`src/rtl/tcdm_64_to_32_splitter.sv`:
```
// Splits one 64-bit TCDM request into up to two 32-bit sub-requests (low word, then high word).
// Optional macro TCDM64_SPLIT_BE_SKIP_EN: writes with an all-zero byte-enable half skip that half.
module tcdm_64_to_32_splitter #(
  parameter int unsigned AW      = 32,
  parameter int unsigned HI_OFFS = 4
) (
  input  logic          clk_i,
  input  logic          rst_i,
  input  logic          s_req_i,
  input  logic [AW-1:0] s_add_i,
  input  logic          s_wen_i,
  input  logic [63:0]   s_wdata_i,
  input  logic [7:0]    s_be_i,
  output logic          s_gnt_o,
  output logic          s_r_opc_o,
  output logic [63:0]   s_r_rdata_o,
  output logic          s_r_valid_o,
  output logic          m_req_o,
  output logic [AW-1:0] m_add_o,
  output logic          m_wen_o,
  output logic [31:0]   m_wdata_o,
  output logic [3:0]    m_be_o,
  input  logic          m_gnt_i,
  input  logic          m_r_opc_i,
  input  logic [31:0]   m_r_rdata_i,
  input  logic          m_r_valid_i
);

  typedef enum logic {StLo, StHi} state_e;

  state_e        state_q, state_d;
  logic          need_lo, need_hi;
  logic          issue_hi;
  logic [AW-1:0] add_lo, add_hi;
  logic          fin_q, fin_d;
  logic          lo_wait_q, lo_wait_d;
  logic          two_q, two_d;
  logic          hi_only_q, hi_only_d;
  logic [31:0]   lo_q;
  logic          lo_opc_q;
  logic          unused_add;

  assign unused_add = ^s_add_i[2:0];

  // Per-request plan: which halves must be issued.
  always_comb begin
    need_lo = 1'b1;
    need_hi = 1'b1;
`ifdef TCDM64_SPLIT_BE_SKIP_EN
    if (!s_wen_i) begin
      if (s_be_i[7:4] == 4'h0) begin
        need_hi = 1'b0;
      end else if (s_be_i[3:0] == 4'h0) begin
        need_lo = 1'b0;
      end
    end
`endif
  end

  assign add_lo   = {s_add_i[AW-1:3], 3'b000};
  assign add_hi   = add_lo + AW'(HI_OFFS);
  // A high-only request in LO is issued exactly like the HI phase.
  assign issue_hi = (state_q == StHi) || !need_lo;

  always_comb begin
    state_d   = state_q;
    fin_d     = 1'b0;
    lo_wait_d = 1'b0;
    two_d     = two_q;
    hi_only_d = hi_only_q;
    m_req_o   = 1'b0;
    s_gnt_o   = 1'b0;
    m_wen_o   = s_wen_i;
    m_add_o   = issue_hi ? add_hi : add_lo;
    m_wdata_o = issue_hi ? s_wdata_i[63:32] : s_wdata_i[31:0];
    m_be_o    = issue_hi ? s_be_i[7:4] : s_be_i[3:0];
    if (!rst_i && s_req_i) begin
      m_req_o = 1'b1;
      if (m_gnt_i) begin
        if (issue_hi) begin
          s_gnt_o   = 1'b1;
          fin_d     = 1'b1;
          two_d     = (state_q == StHi);
          hi_only_d = (state_q == StLo);
          state_d   = StLo;
        end else if (need_hi) begin
          lo_wait_d = 1'b1;
          state_d   = StHi;
        end else begin
          s_gnt_o   = 1'b1;
          fin_d     = 1'b1;
          two_d     = 1'b0;
          hi_only_d = 1'b0;
        end
      end
    end else if (state_q == StHi) begin
      // Request withdrawn mid-transfer: abandon it.
      state_d = StLo;
    end
  end

  always_ff @(posedge clk_i) begin
    if (rst_i) begin
      state_q   <= StLo;
      fin_q     <= 1'b0;
      lo_wait_q <= 1'b0;
      two_q     <= 1'b0;
      hi_only_q <= 1'b0;
      lo_q      <= 32'h0;
      lo_opc_q  <= 1'b0;
    end else begin
      state_q   <= state_d;
      fin_q     <= fin_d;
      lo_wait_q <= lo_wait_d;
      two_q     <= two_d;
      hi_only_q <= hi_only_d;
      if (lo_wait_q && m_r_valid_i) begin
        lo_q     <= m_r_rdata_i;
        lo_opc_q <= m_r_opc_i;
      end
    end
  end

  assign s_r_valid_o = fin_q & m_r_valid_i & ~rst_i;

  always_comb begin
    s_r_rdata_o = 64'h0;
    s_r_opc_o   = 1'b0;
    if (s_r_valid_o) begin
      s_r_opc_o = m_r_opc_i | (two_q & lo_opc_q);
      if (two_q) begin
        s_r_rdata_o = {m_r_rdata_i, lo_q};
      end else if (hi_only_q) begin
        s_r_rdata_o = {m_r_rdata_i, 32'h0};
      end else begin
        s_r_rdata_o = {32'h0, m_r_rdata_i};
      end
    end
  end

endmodule

```
`config.mk`:
```
export PLATFORM = sky130hd
export DESIGN_NAME = tcdm_64_to_32_splitter
export DESIGN_NICKNAME = d
export VERILOG_FILES = /design/src/rtl/tcdm_64_to_32_splitter.sv
export SDC_FILE = /design/constraint.sdc
export NUM_CORES = 1
export LEC_CHECK = 0
export ABC_AREA = 1
export CAP_MARGIN = 20
export CELL_PAD_IN_SITES_DETAIL_PLACEMENT = 0
export CELL_PAD_IN_SITES_GLOBAL_PLACEMENT = 1
export CORE_UTILIZATION = 21
export DETAILED_ROUTE_END_ITERATION = 6
export PLACE_DENSITY = 0.95
export SYNTH_ARGS = -nofsm -noshare
export SYNTH_HDL_FRONTEND = slang
export SYNTH_SLANG_ARGS = --single-unit
```
`constraint.sdc`:
```
create_clock -name clk_i -period 3.7 [get_ports clk_i]
set_input_delay 1.11 -clock clk_i [delete_from_list [all_inputs] [get_ports clk_i]]
set_output_delay 1.11 -clock clk_i [all_outputs]
set_load 0.01 [all_outputs]
```
==> results.cfg <==
[worst_setup_path]
path_max_fanout = 24
path_cells = clkdlybuf4s50_1, inv_2, nand3_4, buf_4, clkbuf_16, nor2_2, clkdlybuf4s15_1
critPathCaptureType = output pin
critPathLaunchType = input port
cp.required_ns = 2.59
crit_slowest_cell = clkdlybuf4s50_1
cp_slowest_stage_delay_ns = 0.44
cp_top_family = buffers and inverters
reg2reg_depth = 4
cp_num_buf_inv = 5
cp.arrival_ns = 2.54
crit_type = input port to output pin
cp.depth = 7

[synth]
yosys.area_share.simple_pct = 30.4
synth_top_family_by_area = simple AND/OR/NAND/NOR gates
yosys.area.top_type = dfxtp_1
yosysWarnings = 0
synth_top_cell_area_share_pct = 24.8
synthMuxAreaShare_pct = 0
yosys.area_share.adder_pct = 0
synthTopCellsByCount = nand2_1, o21ai_0, nand3_1, a21oi_1
ys_ff_latch = 38
yosysUniqueCellTypes = 18
yosysMostFrequentCell = nand2_1
synth_xor_area_share_pct = 0
yosysSeqAreaShare_pct = 24.8
ys.flop_type = dfxtp_1
syn_inst = 506
synth_area_sq_um = 3070
ys_top_cells_by_area = dfxtp_1, nand2_1, o21ai_0, nand3_1, a21oi_1
synth-edff-count = 0
synth_compound_area_share_pct = 23.3
postSynthAreaPerCell_sq_um = 6.07
synthArstFlopShare_pct = 0

[grt]
overflow = 0
grt_start_max_net_pins = 66
grt_pass1_wl_mm = 17.7
grt_pass1_vias = 3402
grt_antenna_before_repair = 0
grtUsageTotal_pct = 14.9

[sta]
finalCritPeriodShare_pct = 98.7
maxSlewViolCount = 0
clock_skew_ns = 0.00297
rsz0062_at_grt = true
slew_headroom_pct = 54.8
finalSetupViolations = 0
worst_pin_slew_ns = 0.676
fmax_mhz = 274
finalHoldViolations = 0
period_needed_ns = 3.65
fin_hold_ws_ns = 0.460

[power]
power_leakage_uw = 0.00260
clkPwrFrac_pct = 36.6
power_frac_comb_pct = 27.0
p_seq_share_pct = 36.4
sw_frac_of_total_pct = 25.4
ir_drop_mv = 0.176
cellPowerDensity_nw_per_um2 = 221
p_int_uw = 877
p_sw_uw = 298

[clock_network]
cts_max_path_buffers = 2
cts_max_level = 2
clock_latency_ns = 0.28
cts_hold_buf = 0
cts_tree = yes
cts_buffers = 5
clock_sinks = 38
clock-root-buffer = clkbuf_16
cts.clk_slew.worst_paths_ns = 0.06

[detailed_routing]
wl_met3_microns = 919
totalWireLength_mm = 12.0
wirelength_met1_mm = 5.14
top_layer = met4
wl_met2_mm = 5.84
dr.pass1.iters = 4
vias = 3837
wl_per_cell_microns = 14.2
antenna_left = 0
drt-initial-drc-count = 284
vias_per_cell = 4.52
drcViolationCount = 0

[cells_and_area]
multi_input_area_sq_um = 1660
fillers = 1495
area_delta_synth_final_pct = 73.1
nets = 811
instances_no_fill = 849
seqCellArea_sq_um = 763
diodes = 0
drive_above_1_share_pct = 10.9

[placement]
post-dp-hpwl_mm = 8.07
gp_congestion = 0.700
dpl.cell_count = 838
portBuffers = 214

[floorplanning]
core-area_sq_um = 14000
die-area_sq_um = 15100
initial_core_util_pct = 21.9
boundaryPins = 280
die_w_microns = 123
die_y_microns = 123
rows = 43

[worst_hold_path]
hold_depth = 2
hold_class = flop to flop

[status]
status = completed

[run]
cap_violations = 0
[power by group through the flow]
stage | clock [uW] | sequential, uW | combinational [uW]
floorplan | 0 | 430 | 145
global placement | 0 | 436 | 319
detailed placement | 0 | 436 | 319
CTS | 451 | 427 | 321
global route | 466 | 429 | 345
finish | 430 | 427 | 317
[through the flow]
stage	area [sq um]	total power, uW	TNS [ns]	util, %	setup WS, ns
2_1_floorplan	3070	575	0	-	0.785
3_3_place_gp	5090	756	-9.44	36.3	-0.193
3_5_place_dp	5090	756	-8.90	36.3	-0.182
4_1_cts	5200	1200	-1.51	37.0	-0.0897
5_1_grt	5310	1240	-0.0464	37.8	-0.0464
6_report	5310	1170	0	37.8	0.0477
[layout by cell type, fill, tap and decap left out, types with 2 or more instances in the layout]
cell | synthesis | layout
dlymetal6s2s_1 | 0 | 32
inv_2 | 3 | 3
a21oi_1 | 56 | 56
clkbuf_16 | 0 | 7
clkdlybuf4s15_1 | 0 | 7
clkdlybuf4s50_1 | 0 | 145
nor2_1 | 20 | 20
nand3_1 | 65 | 65
a21oi_2 | 10 | 10
o21ai_0 | 68 | 68
conb_1 | 1 | 2
dlygate4sd2_1 | 0 | 19
dfxtp_1 | 38 | 36
nor2_2 | 19 | 19
clkbuf_2 | 0 | 11
dfxtp_2 | 0 | 2
inv_1 | 38 | 38
nand2_1 | 106 | 106
buf_4 | 34 | 14
[worst paths after layout]
kind,startpoint,slack [ns],to
setup / recovery,rst_i,0.05,s_r_rdata_o[62]
hold / removal,lo_q[29],0.46,lo_q[29]
setup reg to reg,lo_wait_q,2.12,lo_q[23]
hold reg to reg,lo_q[29],0.46,lo_q[29]
[metal layers]
layer  up-vias  global-route usage, %
li1       1925                      -
met1      1728                   18.3
met2       173                   26.3
met3        11                   3.27
met4         0                   3.58
met5         -                      0
[kinds of logic after synthesis]
group | after synthesis
compound gates | 135
buf+inv | 120
flops | 38
other cells | 1
simple gates | 212
[area by class of cell]
cell class / instances / area share (%)
Timing Repair Buffer: 233 / 44.4
Sequential cell: 38 / 14.4
Inverter: 41 / 2.90
Multi-Input combinational cell: 349 / 31.3
Tap cell: 180 / 4.24
Clock buffer: 7 / 2.68
Clock inverter: 1 / 0.0942
[tightest hold or removal path, cell delays in order, from the launching register on]
cell and delay [ns]:
dfxtp_1 0.31, nand2_1 0.06, a21oi_1 0.05
[sequential cells by signal, indices dropped and copies added, names as in the netlist]
name	count
issue_hi	1
lo_opc_q	1
two_q	1
fin_q	1
lo_q	32
hi_only_q	1
lo_wait_q	1
[timing repair]
item / CTS / global route
setup endpoints to repair: 67 / 31
resized for setup: 38 / 63
setup buffers: 0 / 1
gates cloned: 0 / 2
Note: power is estimated with default switching activity, not from simulation.
